$ cat src/rtl/cbfp_denorm_serializer.sv
`default_nettype none
// ============================================================================
// Module   : cbfp_denorm_serializer
// Purpose  : Buffers one 16-lane CBFP block, restores each lane to the wide
//            fixed-point domain and serializes it under valid/ready.
//            Optional rounding build: define CBFP_DENORM_ROUND_EN.
// Revision : 1.0  initial release
// ============================================================================
module cbfp_denorm_serializer #(
   parameter int DATA_W     = 12,
   parameter int IDX_W      = 5,
   parameter int LANES      = 16,
   parameter int FRAC_SHIFT = 13,
   parameter int OUT_W      = 25,
   localparam int CNT_W     = $clog2(LANES)
) (
   input  logic                     clk,
   input  logic                     rst,
   input  logic                     din_valid,
   output logic                     din_ready,
   input  logic signed [DATA_W-1:0] din_i    [0:LANES-1],
   input  logic signed [DATA_W-1:0] din_q    [0:LANES-1],
   input  logic        [IDX_W-1:0]  index_re [0:LANES-1],
   input  logic        [IDX_W-1:0]  index_im [0:LANES-1],
   output logic                     dout_valid,
   input  logic                     dout_ready,
   output logic signed [OUT_W-1:0]  dout_i,
   output logic signed [OUT_W-1:0]  dout_q,
   output logic        [CNT_W-1:0]  dout_lane,
   output logic                     dout_last
);

   localparam int WIDE_W = OUT_W + 32;
   localparam logic [CNT_W-1:0] LAST_LANE = CNT_W'(LANES - 1);

   typedef enum logic [0:0] {
      IDLE  = 1'b0,
      DRAIN = 1'b1
   } state_t;

   state_t                  state;
   logic [CNT_W-1:0]        cnt;
   logic signed [DATA_W-1:0] buf_i  [0:LANES-1];
   logic signed [DATA_W-1:0] buf_q  [0:LANES-1];
   logic        [IDX_W-1:0]  buf_re [0:LANES-1];
   logic        [IDX_W-1:0]  buf_im [0:LANES-1];

   logic accept;
   logic at_last;

   // Sign-extend, scale up, then arithmetic right shift by the block index.
   function automatic logic signed [OUT_W-1:0] restore(
      input logic signed [DATA_W-1:0] d,
      input logic        [IDX_W-1:0]  idx
   );
      logic signed [WIDE_W-1:0] x;
      x = {{(WIDE_W-DATA_W){d[DATA_W-1]}}, d};
      x = x <<< FRAC_SHIFT;
`ifdef CBFP_DENORM_ROUND_EN
      if (idx != '0)
         x = x + (WIDE_W'(1) << (idx - IDX_W'(1)));
`endif
      x = x >>> idx;
      return x[OUT_W-1:0];
   endfunction

   assign at_last   = (cnt == LAST_LANE);
   assign din_ready = (state == IDLE) || (at_last && dout_ready);
   assign accept    = din_valid && din_ready;

   assign dout_valid = (state == DRAIN);
   assign dout_lane  = cnt;
   assign dout_last  = dout_valid && at_last;
   assign dout_i     = dout_valid ? restore(buf_i[cnt], buf_re[cnt]) : '0;
   assign dout_q     = dout_valid ? restore(buf_q[cnt], buf_im[cnt]) : '0;

   always_ff @(posedge clk or posedge rst) begin
      if (rst) begin
         state <= IDLE;
         cnt   <= '0;
         for (int k = 0; k < LANES; k++) begin
            buf_i[k]  <= '0;
            buf_q[k]  <= '0;
            buf_re[k] <= '0;
            buf_im[k] <= '0;
         end
      end else if (accept) begin
         // Also covers the lane-(LANES-1) handshake overlapping a new block.
         state <= DRAIN;
         cnt   <= '0;
         for (int k = 0; k < LANES; k++) begin
            buf_i[k]  <= din_i[k];
            buf_q[k]  <= din_q[k];
            buf_re[k] <= index_re[k];
            buf_im[k] <= index_im[k];
         end
      end else if (state == DRAIN && dout_ready) begin
         cnt <= cnt + CNT_W'(1);
         if (at_last)
            state <= IDLE;
      end
   end

endmodule
`default_nettype wire
$ cat config.mk
export PLATFORM = sky130hd
export DESIGN_NAME = cbfp_denorm_serializer
export DESIGN_NICKNAME = d
export VERILOG_FILES = /design/src/rtl/cbfp_denorm_serializer.sv
export SDC_FILE = /design/constraint.sdc
export NUM_CORES = 2
export LEC_CHECK = 0
export CAP_MARGIN = 20
export CORE_MARGIN = 4
export CORE_UTILIZATION = 51
export DETAILED_ROUTE_END_ITERATION = 16
export PLACE_DENSITY = 0.88
export SYNTH_ARGS = -nofsm -noshare
export SYNTH_HDL_FRONTEND = slang
export SYNTH_SLANG_ARGS = --single-unit
$ cat constraint.sdc
create_clock -name clk -period 21.6 [get_ports clk]
set_clock_uncertainty 0.2 [all_clocks]
set_input_delay 4.32 -clock clk [delete_from_list [all_inputs] [get_ports clk]]
set_output_delay 4.32 -clock clk [all_outputs]
set_load 0.01 [all_outputs]
# Yosys cells after proc, flatten, opt, wreduce, memory -nomap -nowiden
# Index checks and enable logic that the tools add are counted.
# word_totals
reg_bits	549
latchBits	0
ramBits	0
rom_bits	0
input_bits	548
n_memories	0
# classes
add_sub_neg	1
multipliers	0
n_div	0
n_lt_le_gt_ge	1
eq_ne	1
shift	2
muxes	19
n_bitwise	2
reduce_logical	8
# op_table
op	n
$bmux 12 s4	2
$mux 25	2
$sshr 25x5->25	2
$mux 12	4
$bmux 5 s4	2
$mux 5	4
$mux 4	2
$ge 5x5->1 const B	1
$not 4->5	1
$add 4x1->4 const B	1
$eq 4x4->1 const B	1
$logic_and 1x1->1	4
$reduce_bool 2->1	2
$mux 1	3
$reduce_and 2->1	1
$logic_or 1x1->1	1
$not 1->1	1

# Logic depth before layout (Yosys ltp)
# depth
depth_word	6
mapped_depth	13
ltp_nobuf	8

# Worst setup path after synthesis
# Ideal clock, no wire load.
# synth_path
kind	input port to output port
start	input port dout_ready
end	output port din_ready
arrival_ns	4.808
path_slack_ns	12.272
cell_stages	2
path_buffers	0
cell_sequence	nand2_1 -> o31ai_1
# synth_via
elab_chain_cells	2
# synth_lines
item	line	rtl
start, declared	26	input logic dout_ready,
$logic_and 1x1->1	68	assign din_ready = (state == IDLE) || (at_last && dout_ready);
$logic_or 1x1->1	68	
end, declared	20	output logic din_ready,
# Every way passes these cells.

# Worst setup path after layout
# Ends and elaborated chain as after synthesis.

==> metrics.yaml <==
cts-hold-fix-buffers: 0
leakagePower_nw: 14.43
worstReg2RegEnd: "buf_i[38]"
drt_first_pass_iters: 7
dieWidth_um: 237.2
grt_pass1_wl_mm: 123.9
cts_sinks: 549
synth-edff-count: 0
worstSetupPathType: "in2out"
antenna_found_initial: 22
synthArstFlopShare: 1.000
ctsHtreeMaxLevel: 2
fin_crit_sh: 0.4875
critPathArrivalTime_ns: 6.01
clk_path_buf_depth: 3
final-setup-viol-count: 0
synthToLayoutAreaGrowth_pct: 30.87
slew_headroom: 0.2343
post-cts-setup-buffers: 0
fillers: 3502
gp_congestion: 0.8850
dp_hpwl_mm: 61.54
synthCells: 1844
fin_setup_tns_ns: 0
yosysWarnings: 0
nets: 2950
clock.fmax_ghz: 0.09498
wl_per_cell_um: 26.80
avgSynthCellArea_um2: 14.53
rsz0062_at_grt: "no"
cp-end-kind: "output pin"
synth-seq-cells: 549
rrSetupSlack_ns: 13.71
period_needed_ns: 10.53
yosysUniqueCellTypes: 69
ir_worst_vdd_mv: 0.1207
finalHoldViolCount: 0
yosysSeqAreaShare: 0.5128
final-max-slew-violation-count: 0
cp_max_fo: 3
clock_latency_ns: 0.59
core-area_um2: 51610
startpoint_type: "primary input"
io_buffers: 604
drive_gt1_frac: 0.3320
drcViolationCount: 0
hold_path_class: "reg2reg"
grt_max_degree: 200
die-area_um2: 56260
outcome: "finished clean"
cts_tree: "done"
tightestPinTransition_ns: 1.149
grt_overflow: 0
cts_resized: 0
cts_inserted_buffers: 56
hold_path_end: "buf_im[52]"
r2r-start: "dout_lane[2]"
drv_cap: 0
p_int_w: 0.003740
combPwrFrac: 0.544
rows: 83
min-delay-start: "buf_im[52]"
hold_depth: 1
routed_wl_mm: 84.06
cts-root-buf: "clkbuf_16"
track_usage: 0.2899
synth_area_um2: 26790
first_global_vias: 19918
sw_frac_of_total: 0.3980
initial_core_util: 0.5190
path_clk_slew_ns: 0.06
p_seq_frac: 0.299
whs_ns: 0.2992
reg2regPathDepth: 9
clock_power_share: 0.156
syn_nets: 2393
viasPerCell: 5.941
synth_flop_cell: "dfrtp_1"
num_io_pins: 605
postRouteAntennaNets: 0
p_switching_w: 0.002473
cp.required_ns: 17.08
initialDrtViolationCount: 1558
die_h_um: 237.2
vias: 18637
power_density_nw_per_um2: 177.2
worst max-delay path: stages:
cell             delay [ns]
clkdlybuf4s50_1        0.52
nand2_1                0.11
o31ai_1                0.41
clkdlybuf4s50_1        0.65
synthesized netlist by cell type (3+ instances only):
| library cell | number | share of area |
|---|---|---|
| o22ai_1 | 7 | 0.0016 |
| nor2b_1 | 10 | 0.0023 |
| a21o_1 | 4 | 0.0011 |
| nor2_1 | 44 | 0.0062 |
| a221o_1 | 3 | 0.0011 |
| o21ai_1 | 5 | 0.00093 |
| a22o_1 | 3 | 0.00098 |
| mux2_2 | 558 | 0.23 |
| buf_6 | 16 | 0.0067 |
| a211o_1 | 3 | 0.00098 |
| o21ai_0 | 32 | 0.0060 |
| a21oi_1 | 29 | 0.0054 |
| o31ai_1 | 6 | 0.0017 |
| nand2_1 | 83 | 0.012 |
| nor3_1 | 8 | 0.0015 |
| and2_1 | 11 | 0.0026 |
| mux4_2 | 115 | 0.097 |
| inv_1 | 7 | 0.00098 |
| nand3_1 | 20 | 0.0037 |
| buf_2 | 77 | 0.014 |
| mux4_1 | 7 | 0.0069 |
| clkbuf_1 | 19 | 0.0027 |
| o211ai_1 | 7 | 0.0020 |
| a221oi_1 | 12 | 0.0039 |
| a211oi_1 | 7 | 0.0020 |
| nand2b_1 | 6 | 0.0014 |
| dfrtp_1 | 549 | 0.51 |
| a22oi_1 | 25 | 0.0070 |
| mux2i_1 | 80 | 0.030 |
| o221ai_1 | 9 | 0.0029 |
| buf_4 | 13 | 0.0036 |
| and3_1 | 5 | 0.0012 |
| a31oi_1 | 8 | 0.0019 |
| o21bai_1 | 3 | 0.00084 |
| o2bb2ai_1 | 3 | 0.00098 |
worst max path at each step:
| stage | start | to | depth (start not counted) | slack [ns] |
|---|---|---|---|---|
| after floorplan | rst | buf_i[0] | 1 | 1.73 |
| after global placement | dout_ready | din_ready | 4 | 11.17 |
| after detailed placement | dout_ready | din_ready | 4 | 11.14 |
| after CTS | dout_ready | din_ready | 4 | 11.09 |
| after global routing | dout_lane[0] | dout_i[0] | 9 | 10.94 |
| final | dout_ready | din_ready | 4 | 11.07 |
layer usage:
metal | part of all wire | vias up | global-route usage
li1 | - | 8088 | -
met2 | 0.49 | 833 | 0.4719
met1 | 0.38 | 9504 | 0.3687
met5 | 0.00092 | - | 0
met3 | 0.086 | 202 | 0.08725
met4 | 0.043 | 10 | 0.1134
cell usage in the layout, fill, tap and decap left out, types with 4 or more instances in the layout:
cell	count
a211oi_1	7
nand2b_1	6
clkdlybuf4s50_1	604
mux2_2	558
o211ai_1	7
o221ai_1	9
clkbuf_16	57
clkbuf_8	13
nand3_1	20
a21oi_1	29
clkbuf_1	14
dfrtp_1	545
nor2b_1	8
mux2i_1	80
and3_1	5
a22oi_1	25
clkinv_2	7
mux4_1	7
bufinv_16	4
mux4_2	115
nand2_1	83
o21ai_0	32
and2_1	10
buf_4	20
a31oi_1	8
a21o_1	4
o31ai_1	6
inv_1	6
nor2_1	43
o21ai_1	5
nor3_1	8
diode_2	17
o22ai_1	7
a221oi_1	12
per-stage QoR:
| stage | power [W] | utilization | worst slack [ns] | cell area [µm²] | instances |
|---|---|---|---|---|---|
| after floorplan | 0.003856 | - | 1.731 | 26790 | 1844 |
| after global placement | 0.005094 | 0.6414 | 11.17 | 33100 | 3020 |
| after detailed placement | 0.005192 | 0.6414 | 11.14 | 33100 | 3020 |
| after CTS | 0.006193 | 0.6768 | 11.09 | 34930 | 3117 |
| after global routing | 0.006521 | 0.6792 | 10.94 | 35060 | 3136 |
| final | 0.006213 | 0.6793 | 11.07 | 35060 | 3137 |
registers in the layout, summed over array words and instances (netlist names):
name and cells:
buf_i 192, buf_q 192, dout_valid 1, dout_lane 4, buf_re 80, buf_im 80
cell type report:
class,instances,area [µm²],area share
inverter,8,37.54,0.001071
clock inverter,13,172.7,0.004925
tap,680,850.8,0.02427
clock buffer,84,1658,0.04729
multi-input combinational,1158,12250,0.3494
timing repair buffer,628,6299,0.1797
antenna,17,42.54,0.001213
sequential,549,13750,0.3922
logic make-up (layout without fill, tap and decap cells):
family	after synthesis	count (layout)	share of synthesized area
mux	762	762	0.3691
flops	549	549	0.5128
simple gates	204	204	0.03564
compound gates	191	191	0.05161
buf+inv	137	733	0.03036
fa+ha+maj	1	1	0.0004670
other cells	0	17	0
power by group through the flow:
| stage | combinational (W) | sequential [W] | clock [W] |
|---|---|---|---|
| finish | 0.00338 | 0.00186 | 0.000972 |
| detailed placement | 0.00332 | 0.00187 | 0 |
| global placement | 0.00327 | 0.00182 | 0 |
| CTS | 0.00335 | 0.00186 | 0.000983 |
| global route | 0.00357 | 0.00192 | 0.00103 |
| floorplan | 0.00214 | 0.00171 | 0 |
(Power assumes the default switching activity.)
